<file path="src/rtl/ball_motion_ctrl.sv">
// ball_motion_ctrl
//   Tracks a square sprite in absolute pixel coordinates and renders it,
//   together with an 8-pixel grid, as 3-bit RGB.
//   The ball has two modes, selected once per frame:
//     mode=0 (manual) : the joystick moves the ball, clamped to the screen.
//     mode=1 (bounce) : the ball moves by itself and reflects off all edges.
//   Ports:
//     clk, reset            pixel clock, synchronous active-high reset
//     vsync, display_on     from the VGA timing generator
//     mode                  0 = manual, 1 = bounce
//     up/down/left/right    joystick buttons
//     hpos, vpos            beam position
//     ball_x, ball_y        current top-left corner of the ball
//     hit_h, hit_v          one-cycle edge-hit pulses, left/right and top/bottom
//     rgb                   {b,g,r}, registered, one clock behind hpos/vpos
module ball_motion_ctrl #(
  parameter int H_ACTIVE  = 640,
  parameter int V_ACTIVE  = 480,
  parameter int BALL_SIZE = 8,
  parameter int SPEED     = 2,
  parameter int COORD_W   = 10,
  parameter int START_X   = 320,
  parameter int START_Y   = 240
) (
  input  logic               clk,
  input  logic               reset,
  input  logic               vsync,
  input  logic               display_on,
  input  logic               mode,
  input  logic               up,
  input  logic               down,
  input  logic               left,
  input  logic               right,
  input  logic [COORD_W-1:0] hpos,
  input  logic [COORD_W-1:0] vpos,
  output logic [COORD_W-1:0] ball_x,
  output logic [COORD_W-1:0] ball_y,
  output logic               hit_h,
  output logic               hit_v,
  output logic [2:0]         rgb
);

  // Two spare bits: one for the sign, one so that pos+SPEED cannot overflow.
  localparam int SW = COORD_W + 2;
  localparam logic signed [SW-1:0] XMAX = SW'(H_ACTIVE - BALL_SIZE);
  localparam logic signed [SW-1:0] YMAX = SW'(V_ACTIVE - BALL_SIZE);
  localparam logic signed [SW-1:0] SPD  = SW'(SPEED);
  localparam logic signed [SW-1:0] ZERO = '0;
  localparam logic [COORD_W:0]     BSZ  = (COORD_W+1)'(BALL_SIZE);

  typedef struct packed {
    logic [COORD_W-1:0] pos;
    logic               neg;  // velocity direction: 1 = -SPEED, 0 = +SPEED
    logic               hit;
  } axis_res_t;

  // One axis of the per-frame update. dec/inc are the joystick buttons
  // that move toward 0 / toward the maximum.
  function automatic axis_res_t step_axis(
    input logic [COORD_W-1:0]  pos,
    input logic                neg,
    input logic                bounce,
    input logic                dec,
    input logic                inc,
    input logic signed [SW-1:0] maxv
  );
    axis_res_t r;
    logic signed [SW-1:0] d;
    logic signed [SW-1:0] n;
    r.pos = pos;
    r.neg = neg;
    r.hit = 1'b0;
    if (bounce)            d = neg ? -SPD : SPD;
    else if (dec && !inc)  d = -SPD;
    else if (inc && !dec)  d = SPD;
    else                   d = ZERO;
    n = $signed({2'b00, pos}) + d;
    if (bounce) begin
      if (n <= ZERO) begin
        r.pos = '0;
        r.neg = 1'b0;
        r.hit = 1'b1;
      end else if (n >= maxv) begin
        r.pos = maxv[COORD_W-1:0];
        r.neg = 1'b1;
        r.hit = 1'b1;
      end else begin
        r.pos = n[COORD_W-1:0];
      end
    end else begin
      if (n < ZERO) begin
        r.pos = '0;
        r.hit = 1'b1;
      end else if (n > maxv) begin
        r.pos = maxv[COORD_W-1:0];
        r.hit = 1'b1;
      end else begin
        r.pos = n[COORD_W-1:0];
        // Landing exactly on an edge while pushing still counts as a hit.
        r.hit = (d != ZERO) && ((n == ZERO) || (n == maxv));
      end
    end
    return r;
  endfunction

  logic               r_vsync_q, tick_q;
  logic [COORD_W-1:0] x_q, y_q;
  logic               vx_neg_q, vy_neg_q;
  logic               hit_h_q, hit_v_q;
  logic [2:0]         rgb_q, rgb_d;
  axis_res_t          x_d, y_d;
  logic [COORD_W-1:0] hdiff, vdiff;
  logic               ball_pix, grid;

  always_comb begin
    x_d = step_axis(x_q, vx_neg_q, mode, left, right, XMAX);
    y_d = step_axis(y_q, vy_neg_q, mode, up, down, YMAX);
  end

  // Wrap-around subtraction: a beam left of / above the ball gives a huge
  // difference and so falls outside the sprite without a second compare.
  always_comb begin
    hdiff    = hpos - x_q;
    vdiff    = vpos - y_q;
    ball_pix = ({1'b0, hdiff} < BSZ) && ({1'b0, vdiff} < BSZ);
    grid     = (hpos[2:0] == 3'd0) && (vpos[2:0] == 3'd0);
    rgb_d    = 3'b000;
    if (display_on) begin
      if (ball_pix)  rgb_d = 3'b111;
      else if (grid) rgb_d = 3'b010;
    end
  end

  always_ff @(posedge clk) begin
    if (reset) begin
      // vsync history starts high so a vsync held through reset is not a rise.
      r_vsync_q <= 1'b1;
      tick_q    <= 1'b0;
      x_q       <= COORD_W'(START_X);
      y_q       <= COORD_W'(START_Y);
      vx_neg_q  <= 1'b0;
      vy_neg_q  <= 1'b0;
      hit_h_q   <= 1'b0;
      hit_v_q   <= 1'b0;
      rgb_q     <= 3'b000;
    end else begin
      r_vsync_q <= vsync;
      tick_q    <= !r_vsync_q && vsync;
      hit_h_q   <= 1'b0;
      hit_v_q   <= 1'b0;
      if (tick_q) begin
        x_q      <= x_d.pos;
        y_q      <= y_d.pos;
        vx_neg_q <= x_d.neg;
        vy_neg_q <= y_d.neg;
        hit_h_q  <= x_d.hit;
        hit_v_q  <= y_d.hit;
      end
      rgb_q <= rgb_d;
    end
  end

  assign ball_x = x_q;
  assign ball_y = y_q;
  assign hit_h  = hit_h_q;
  assign hit_v  = hit_v_q;
  assign rgb    = rgb_q;

endmodule
</file>
<file path="config.mk">
export PLATFORM = sky130hd
export DESIGN_NAME = ball_motion_ctrl
export DESIGN_NICKNAME = d
export VERILOG_FILES = /design/src/rtl/ball_motion_ctrl.sv
export SDC_FILE = /design/constraint.sdc
export NUM_CORES = 1
export LEC_CHECK = 0
export BUFFER_PORTS_ARGS = -buffer_cell sky130_fd_sc_hd__buf_2
export CORE_ASPECT_RATIO = 0.7
export CORE_MARGIN = 8
export CORE_UTILIZATION = 60
export DETAILED_ROUTE_END_ITERATION = 8
export PLACE_DENSITY = 0.86
export SYNTH_ARGS = -nofsm -noshare
export SYNTH_HDL_FRONTEND = slang
export SYNTH_SLANG_ARGS = --single-unit
</file>
<file path="constraint.sdc">
create_clock -name clk -period 7.1 [get_ports clk]
set_input_delay 1.42 -clock clk [delete_from_list [all_inputs] [get_ports clk]]
set_output_delay 1.42 -clock clk [all_outputs]
set_load 0.02 [all_outputs]
</file>
==> summary.md <==
| Metric | Value |
|---|---|
| HP Class | `reg2reg` |
| CP startpoint kind | `input port` |
| Nets | `roughly 460` |
| Via Count | `~2800` |
| Multiplexer area fraction after synthesis | `2.30%` |
| Synth top area cells | `dfxtp_1 19%, ha_1 17%, inv_1 3.9%` |
| Flop2flop setup slack | `between 3 and 4 ns` |
| P_leak | `about 0.0014 µW` |
| Critical Path AT | `4.81 ns` |
| Final min period | `around 4.6 ns` |
| Mapped Area | `between 0.002 and 0.003 mm²` |
| CTS sink cnt | `26` |
| Top_reg_cell synth | `dfxtp_1` |
| CP cell instances | `buf_2 -> inv_1 -> ha_1 -> mux2_2 -> inv_1 -> fa_1 -> and2b_1 -> o2111ai_1 -> a31oi_1 -> xor2_1 -> a2bb2oi_1 -> o21ai_1 -> a31oi_1 -> a221o_1` |
| Die height | `approximately 73 µm` |
| Worst hold endpoint | `tick_q` |
| Most frequent cell after synthesis | `ha_1` |
| Worst path bufs/invs | `3` |
| DRC Markers | `0` |
| Cells after synthesis | `around 340` |
| Setup-failing EPs final | `0` |
| Clock Pin Slew Worst Setup and Hold Paths | `0.10 ns` |
| Post-synthesis compound-gate area fraction | `a little over a quarter` |
| Worst reg2reg path startpoint | `vy_neg_q` |
| Place WS | `roughly 2.2 ns` |
| Initial antenna violation count | `0` |
| Die width | `97.3 µm` |
| Vias in the first global route | `about 2500` |
| Reg2Reg Depth | `11` |
| Skew final | `approximately 0.0049 ns` |
| Post-synth top area share | `a little under a fifth` |
| Total Wirelength | `7.69 mm` |
| # Post-CTS Setup Buffers | `0` |
| Hold-fix buffers, CTS | `0` |
| Yosys cell types | `63` |
| Syn_area_per_cell | `around 8 µm²` |
| Dpl cell area | `roughly 0.0030 mm²` |
| GR Util All Layers | `about a fifth` |
| First-pass GRT wire length | `between 10 and 15 mm` |
| Post-synth EDFFs | `0` |
| Largest family of logic cells by synthesized area | `compound AO/OA/AOI/OAI gates` |
| N_diodes | `0` |
| Period utilisation layout | `between 60% and 70%` |
| Fin Setup TNS | `0 ns` |
| Max Root-Sink Buffers | `2` |
| I/O pins | `54` |
| Outcome | `finished, final reports clean` |
| # rows | `20` |
| Setup WS post-layout | `roughly 2.5 ns` |
| Synth Register Bits | `26` |
| Vias per inst | `about 6.3` |
| Hold Path Depth | `1` |
| RSZ-0062 raised after global routing | `no` |
| Initial DRC count | `between 200 and 300` |
| Worst-skew pair later-pin latency | `between 0.2 and 0.3 ns` |
| Yosys top cell by area | `dfxtp_1` |
| Crit Path Category | `in2reg` |
| Synth Area in XOR/XNOR | `6.58%` |
| DR pass1 iterations | `6` |
| Synth async-reset ratio | `0%` |
| Critical Path End Type | `flop` |
| H-tree depth | `1` |
| Slew of the pin with the lowest slew margin | `around 0.77 ns` |
| Synth Warn # | `0` |
| Post-Synth Simple-Gate Area | `about a fifth` |
| Share of cells above drive strength 1 | `20.5%` |
| Final Cell Area | `slightly above 0.003 mm²` |
| Worst path slowest cell | `o21ai_1` |
| CTS buffer count | `3` |
| Wirelength per Cell | `17.5 µm` |
| Hold_sp | `r_vsync_q` |
| FF-to-FF End | `ball_y[4]` |
| Crit-path max cell delay | `0.55 ns` |
| ANT nets after route | `0` |
| Hold violation count in the final report | `0` |
| Worst EP required | `7.27 ns` |
| Pins Over Slew Limit | `0` |
| GRT Residual Overflow | `0` |
| Port bufs | `51` |
| Worst vdd ir | `about 0.0001 V` |
| Syn-to-layout area delta | `11.7%` |
| Post-synthesis adder-cell area fraction | `a little under a fifth` |
| GP Congestion | `0.930` |
| Most common library cells after synthesis | `38 x ha_1, 29 x inv_1, 27 x nor2_1` |
| Worst slew margin | `47.9%` |
| Core Footprint | `~0.0044 mm²` |
| Fmax | `approximately 220 MHz` |
| TritonCTS clock tree | `built` |
| Post-synthesis sequential area ratio | `18.7%` |
| PD cells | `140 mW/mm²` |
| Initial Util | `63.0%` |
| Die area | `between 0.007 and 0.008 mm²` |
| Biggest fanout along the worst timing path | `12` |
| Cell at the root of the clock tree | `clkbuf_8` |
| PostCTS Resize Cnt | `0` |
| Largest net degree at the start of global routing | `19` |
| Top delay family on crit path | `compound AO/OA/AOI/OAI gates` |
| Maxcap violations | `0` |
| DP HPWL | `6.23 mm` |
-- placed cells by master (no fill, tap or decap), types with 5 or more instances in the layout --
master	count
and3_1	6
nand2_1	17
a21oi_1	18
nor2_1	27
nand2b_1	9
xor2_1	9
o21ai_0	9
inv_1	29
dfxtp_1	26
ha_1	38
buf_2	51
a21o_1	7
nand3_1	7
xnor2_1	10
a31oi_1	9
a22o_1	5
nor3_1	14
-- power breakdown --
| part | switching, µW | leakage, µW | internal [µW] |
|---|---|---|---|
| clock | 49.4 | 0.0000357 | 75.5 |
| combinational | 93.0 | 0.00118 | 62.5 |
| sequential | 4.40 | 0.000211 | 149 |
-- metal layers --
layer | part of all wire, % | global-route usage, % | vias to the layer above
li1 | - | - | 1348
met1 | 46 | 28.2 | 1267
met2 | 41 | 31.0 | 155
met3 | 12 | 6.62 | 10
met4 | 1.1 | 3.68 | 0
met5 | 0 | 0 | -
-- how the worst max path moves through the flow --
stage                     startpoint         to  slack, ns  cells past startpoint
after floorplan                 down  ball_y[5]       2.89                     12
after global placement          down  ball_y[4]       2.39                     14
after detailed placement        down  ball_y[6]       2.21                     14
after CTS                       down  ball_y[6]       2.51                     14
after global routing            down  ball_y[6]       2.23                     14
final                           down  ball_y[4]       2.46                     14
-- cells by family (layout without fill, tap and decap cells) --
logic type,after synthesis,after routing
AO/OA/AOI/OAI,99,99
other,1,2
XOR/XNOR,20,20
flip-flops,26,26
buffers and inverters,37,84
AND/OR/NAND/NOR,108,108
adder cells (fa/ha/maj),40,40
multiplexers,6,6
-- state kept, by name, indices dropped and copies added (netlist names) --
name and flops:
ball_x 9, ball_y 9, rgb 2, hit_h 1
hit_v 1, r_vsync_q 1, tick_q 1, vx_neg_q 1
vy_neg_q 1
-- layout make-up --
cell class                 count  area, µm²
inverter                      29        109
clock inverter                 1       30.0
timing repair buffer          51        255
multi-input combinational    275       2080
clock buffer                   3       41.3
fill                         361       1300
tap                           55       68.8
sequential                    26        520
-- metrics by stage --
| step | util [%] | instances | hold WS [ns] | total power [µW] |
|---|---|---|---|---|
| 3_5_place_dp | 68.8 | 436 | 0.397 | 308 |
| 3_3_place_gp | 68.8 | 436 | 0.376 | 301 |
| 5_1_grt | 70.4 | 440 | 0.441 | 456 |
| 6_report | 70.4 | 440 | 0.417 | 434 |
| 2_1_floorplan | - | 338 | 0.373 | 273 |
| 4_1_cts | 70.4 | 440 | 0.417 | 432 |
Note: power is estimated with default switching activity, not from simulation.
